`config.mk`:
```
export PLATFORM = sky130hd
export DESIGN_NAME = gcd_controller
export DESIGN_NICKNAME = d
export VERILOG_FILES = /design/src/rtl/gcd_controller.sv
export SDC_FILE = /design/constraint.sdc
export NUM_CORES = 1
export LEC_CHECK = 0
export ABC_AREA = 1
export BUFFER_PORTS_ARGS = -buffer_cell sky130_fd_sc_hd__buf_2
export CAP_MARGIN = 20
export CELL_PAD_IN_SITES_DETAIL_PLACEMENT = 1
export CELL_PAD_IN_SITES_GLOBAL_PLACEMENT = 1
export CORE_AREA = 3 3 61 63
export CTS_BUF_LIST = sky130_fd_sc_hd__clkbuf_4 sky130_fd_sc_hd__clkbuf_8 sky130_fd_sc_hd__clkbuf_16
export DETAILED_ROUTE_END_ITERATION = 16
export DIE_AREA = 0 0 64 66
export PLACE_DENSITY = 0.89
export SYNTH_ARGS = -nofsm -noshare
export SYNTH_HDL_FRONTEND = slang
export SYNTH_SLANG_ARGS = --single-unit
```
`constraint.sdc`:
```
create_clock -name clk -period 4 [get_ports clk]
set_input_delay 1.2 -clock clk [delete_from_list [all_inputs] [get_ports clk]]
set_output_delay 1.2 -clock clk [all_outputs]
set_load 0.02 [all_outputs]
```
`src/rtl/gcd_controller.sv`:
```
// Control FSM for a subtract-based GCD datapath: loads A then B, then issues one
// subtract-and-load per cycle until eq, with an iteration cap for operands that never converge.
module gcd_controller #(
  parameter int ITER_W   = 16,
  parameter int MAX_ITER = 65535
) (
  input  logic              clk,
  input  logic              rst_n,
  input  logic              start,
  input  logic              gt,
  input  logic              lt,
  input  logic              eq,
  output logic              ldA,
  output logic              ldB,
  output logic              sel1,
  output logic              sel2,
  output logic              sel_in,
  output logic              ready,
  output logic              busy,
  output logic              done,
  output logic              err,
  output logic [ITER_W-1:0] iter_cnt
);

  typedef enum logic [2:0] {IDLE, LOAD_A, LOAD_B, COMPUTE, DONE, ERR} state_t;

  localparam logic [ITER_W-1:0] CAP = ITER_W'(MAX_ITER);

  state_t state, nxt;
  logic   cnt_clr, cnt_inc;

  always_ff @(posedge clk) begin
    if (!rst_n) begin
      state    <= IDLE;
      iter_cnt <= '0;
    end else begin
      state <= nxt;
      if (cnt_clr)      iter_cnt <= '0;
      else if (cnt_inc) iter_cnt <= iter_cnt + 1'b1;
    end
  end

  always_comb begin
    nxt     = state;
    ldA     = 1'b0;
    ldB     = 1'b0;
    sel1    = 1'b0;
    sel2    = 1'b0;
    sel_in  = 1'b0;
    ready   = 1'b0;
    busy    = 1'b0;
    done    = 1'b0;
    err     = 1'b0;
    cnt_clr = 1'b0;
    cnt_inc = 1'b0;
    case (state)
      IDLE: begin
        ready = 1'b1;
        if (start) begin
          nxt     = LOAD_A;
          cnt_clr = 1'b1;
        end
      end
      LOAD_A: begin
        busy   = 1'b1;
        ldA    = 1'b1;
        sel_in = 1'b1;
        nxt    = LOAD_B;
      end
      LOAD_B: begin
        busy   = 1'b1;
        ldB    = 1'b1;
        sel_in = 1'b1;
        nxt    = COMPUTE;
      end
      COMPUTE: begin
        busy = 1'b1;
        // Cap check sits ahead of the subtract so the counter can never wrap.
        if (eq)                   nxt = DONE;
        else if (iter_cnt == CAP) nxt = ERR;
        else if (gt) begin
          ldA     = 1'b1;
          sel2    = 1'b1;
          cnt_inc = 1'b1;
        end else if (lt) begin
          ldB     = 1'b1;
          sel1    = 1'b1;
          cnt_inc = 1'b1;
        end
      end
      DONE: begin
        done = 1'b1;
        nxt  = IDLE;
      end
      ERR: begin
        err = 1'b1;
        nxt = IDLE;
      end
      default: nxt = IDLE;
    endcase
  end

endmodule
```
==> impl_results.md <==
- Outcome: completed
- Synth Area per Inst: 6.16 sq um
- Ant diodes: 0
- Largest net degree at the start of global routing: 17
- Post-Layout Cell Count: 268
- FP Rows: 21
- Ys Warns: 0
- Hpwl dp: 2460 um
- Max Cap Viol: 0
- Tightest Hold Check Type: reg -> reg
- EDFF count, synth: 0
- RSZ-0062 raised after global routing: no
- First-pass GRT wire length: 5490 um
- Min setup slack post-route: 713 ps
- Total CTS buffers: 3
- Routed len/inst: 12.1 um
- Most used DFF post-synth: dfxtp_1
- Multi-input gate area: 684 sq um
- Reg area: 380 sq um
- Post-Route Utilization: 0.424
- Critical path class: in -> out
- Min cycle time layout: 3290 ps
- CTS clock-pin slew for the worst setup and hold paths: 110 ps
- Share of the synthesized area in the top cell type: 0.325
- Fin nets: 230
- Share of cells above drive strength 1: 0.189
- CTS Buffer Depth: 2
- Fin area: 0.00139 sq mm
- Clk Latency, worst-skew pair: 310 ps
- Number of fill cells: 463
- Post-DRT Antenna Nets: 0
- Core outline area: 0.00328 sq mm
- Grt total ovfl: 0
- GRT busiest layer: met2
- Final Cycle Share: 0.822
- P_leak: 0.586 nW
- Int Pwr: 256 uW
- Overall Global Routing Usage: 0.165
- Placed Cells: 264
- Sequential-to-total area share from yosys stat: 0.325
- CTS tree: yes
- Cell Pwr Density: 262 mW/mm^2
- WP buf/inv: 3
- GRT met3 Usage: 0.0357
- CP most frequent cell: buf_2
- Psw: 109 uW
- Cts hold-fix bufs: 0
- Crit end category: primary output
- Vias in the first global route: 1244
- Vias: 1296
- Clock power frac: 0.297
- CTS root buf: clkbuf_4
- Normalized max-slew margin: 0.451
- Synth-to-Final Area Change: 18.9%
- Comb power frac: 0.163
- Number of distinct library cells after synthesis: 24
- GPL Wtd Cong: 0.785
- Pre-CTS WS: 703 ps
- Crit-path slowest cell: nor2_1
- CTS resizes: 0
- Post-route DRC: 0
- Setup TNS: 0 ps
- Top cells by area, synth: dfxtp_1, nand2_1, nor2_1
- Starting Density: 0.357
- Die Wd: 64 um
- CP top delay family: simple AND/OR/NAND/NOR gates
- Synth async-reset ratio: 0
- Flop pwr share: 0.539
- Finish-stage setup viols: 0
- Crit Path Max Fanout: 5
- DRT iter0 DRCs: 56
- GR Util met1: 0.201
- Final WL: 3250 um
- Yosys reg bits: 19
- Final hold vios: 0
- Critical path arrival: 2090 ps
- Slew @ Worst Pin: 819 ps
- DR vias/cell: 4.84
- Postcts setup bufs: 0
- Syn_nets: 197
- H-tree Lvls: 1
- Ports: 31
- Critical Path Start Type: input pin
- Fin. max-slew vios: 0
- Port buffer count: 30
- Max Fclk: 0.304 GHz
- Crit-path cells: buf_2, nor2_4, inv_2, nor2_1, nand3_1, nand2_1, buf_2
- Antenna violations before repair: 0
- Crit-path max cell delay: 200 ps
- Peak supply drop: 0.0951 mV
- Die Y: 66 um
- Post-Syn Area: 0.00117 sq mm
- Synth Instances: 190
- Synth area leader: dfxtp_1
- Drt first pass iters: 4
- Clk sinks: 19
- Post-Place Cell Area: 0.00136 sq mm
- Net switching fraction of the power: 0.298
- Post-Route Skew: 1.61 ps
- Met2 Usage GRT: 0.280
- Die ar.: 0.00422 sq mm
- Req. time, crit path: 2800 ps
## metal layers
layer  vias to the layer above  share of wire
li1                        670              -
met1                       596           0.46
met2                        23           0.48
met3                         7          0.035
met4                         0          0.022
met5                         -              0
## cells in the final DEF (no fill, tap or decap), drive strengths merged
cell	instances
nand2	66
buf	31
nor2	25
inv	22
dfxtp	19
a21oi	16
nand3	13
nor3	6
nand4	5
o21ai	5
xor2	4
clkbuf	4
xnor2	2
a31oi	1
a211oi	1
nand3b	1
ha	1
## layout make-up
type / instances / share of cell area
clock buffer: 4 / 0.0216
inverter: 22 / 0.0593
multi-input combinational: 146 / 0.491
sequential: 19 / 0.273
tap: 46 / 0.0413
timing repair buffer: 31 / 0.113
## power groups by stage
stage,sequential [mW],clock [mW],combinational (mW)
after floorplan,0.200,0,0.0404
after global placement,0.201,0,0.0593
after detailed placement,0.201,0,0.0607
after CTS,0.197,0.114,0.0608
after global routing,0.198,0.121,0.0665
final,0.197,0.109,0.0597
## cell families after synthesis
family                     after synthesis  synth area share
buffers and inverters                   25            0.0908
AOI/OAI and AO/OA                       23             0.102
xor gates and xnor gates                 6            0.0449
and+or+nand+nor                        116             0.427
DFF                                     19             0.325
adders and majority gates                1            0.0107
## through the flow
step | hold WS [ps] | total power, mW
3_3_place_gp | 500 | 0.261
2_1_floorplan | 513 | 0.241
5_1_grt | 564 | 0.386
6_report | 536 | 0.365
3_5_place_dp | 522 | 0.262
4_1_cts | 538 | 0.372
## worst reg2reg max path, delay by kind of cell, from the launching register on
family                     cells  cell delay (ps)
AOI/OAI and AO/OA              1              170
DFF                            1              390
adders and majority gates      1              280
and+or+nand+nor                6             1060
## path summary, 6_finish.rpt
check	end	startpoint	slack, ps	cells after the start
setup / recovery	ldB	eq	710	7
hold / removal	iter_cnt[15]	iter_cnt[15]	540	2
setup reg to reg	iter_cnt[9]	iter_cnt[0]	2040	8
hold reg to reg	iter_cnt[15]	iter_cnt[15]	540	2
## cell usage after synthesis (all sizes together) (2+ instances only)
library cell  count
buf               3
nor3              6
nand4             5
a21oi            16
o21ai             5
nand2            66
nor2             25
xor2              4
xnor2             2
dfxtp            19
inv              22
nand3            13
## flip-flops by register name, indices dropped and copies added (netlist names)
signal    flops
iter_cnt     16
state         3
(Power assumes the default switching activity.)
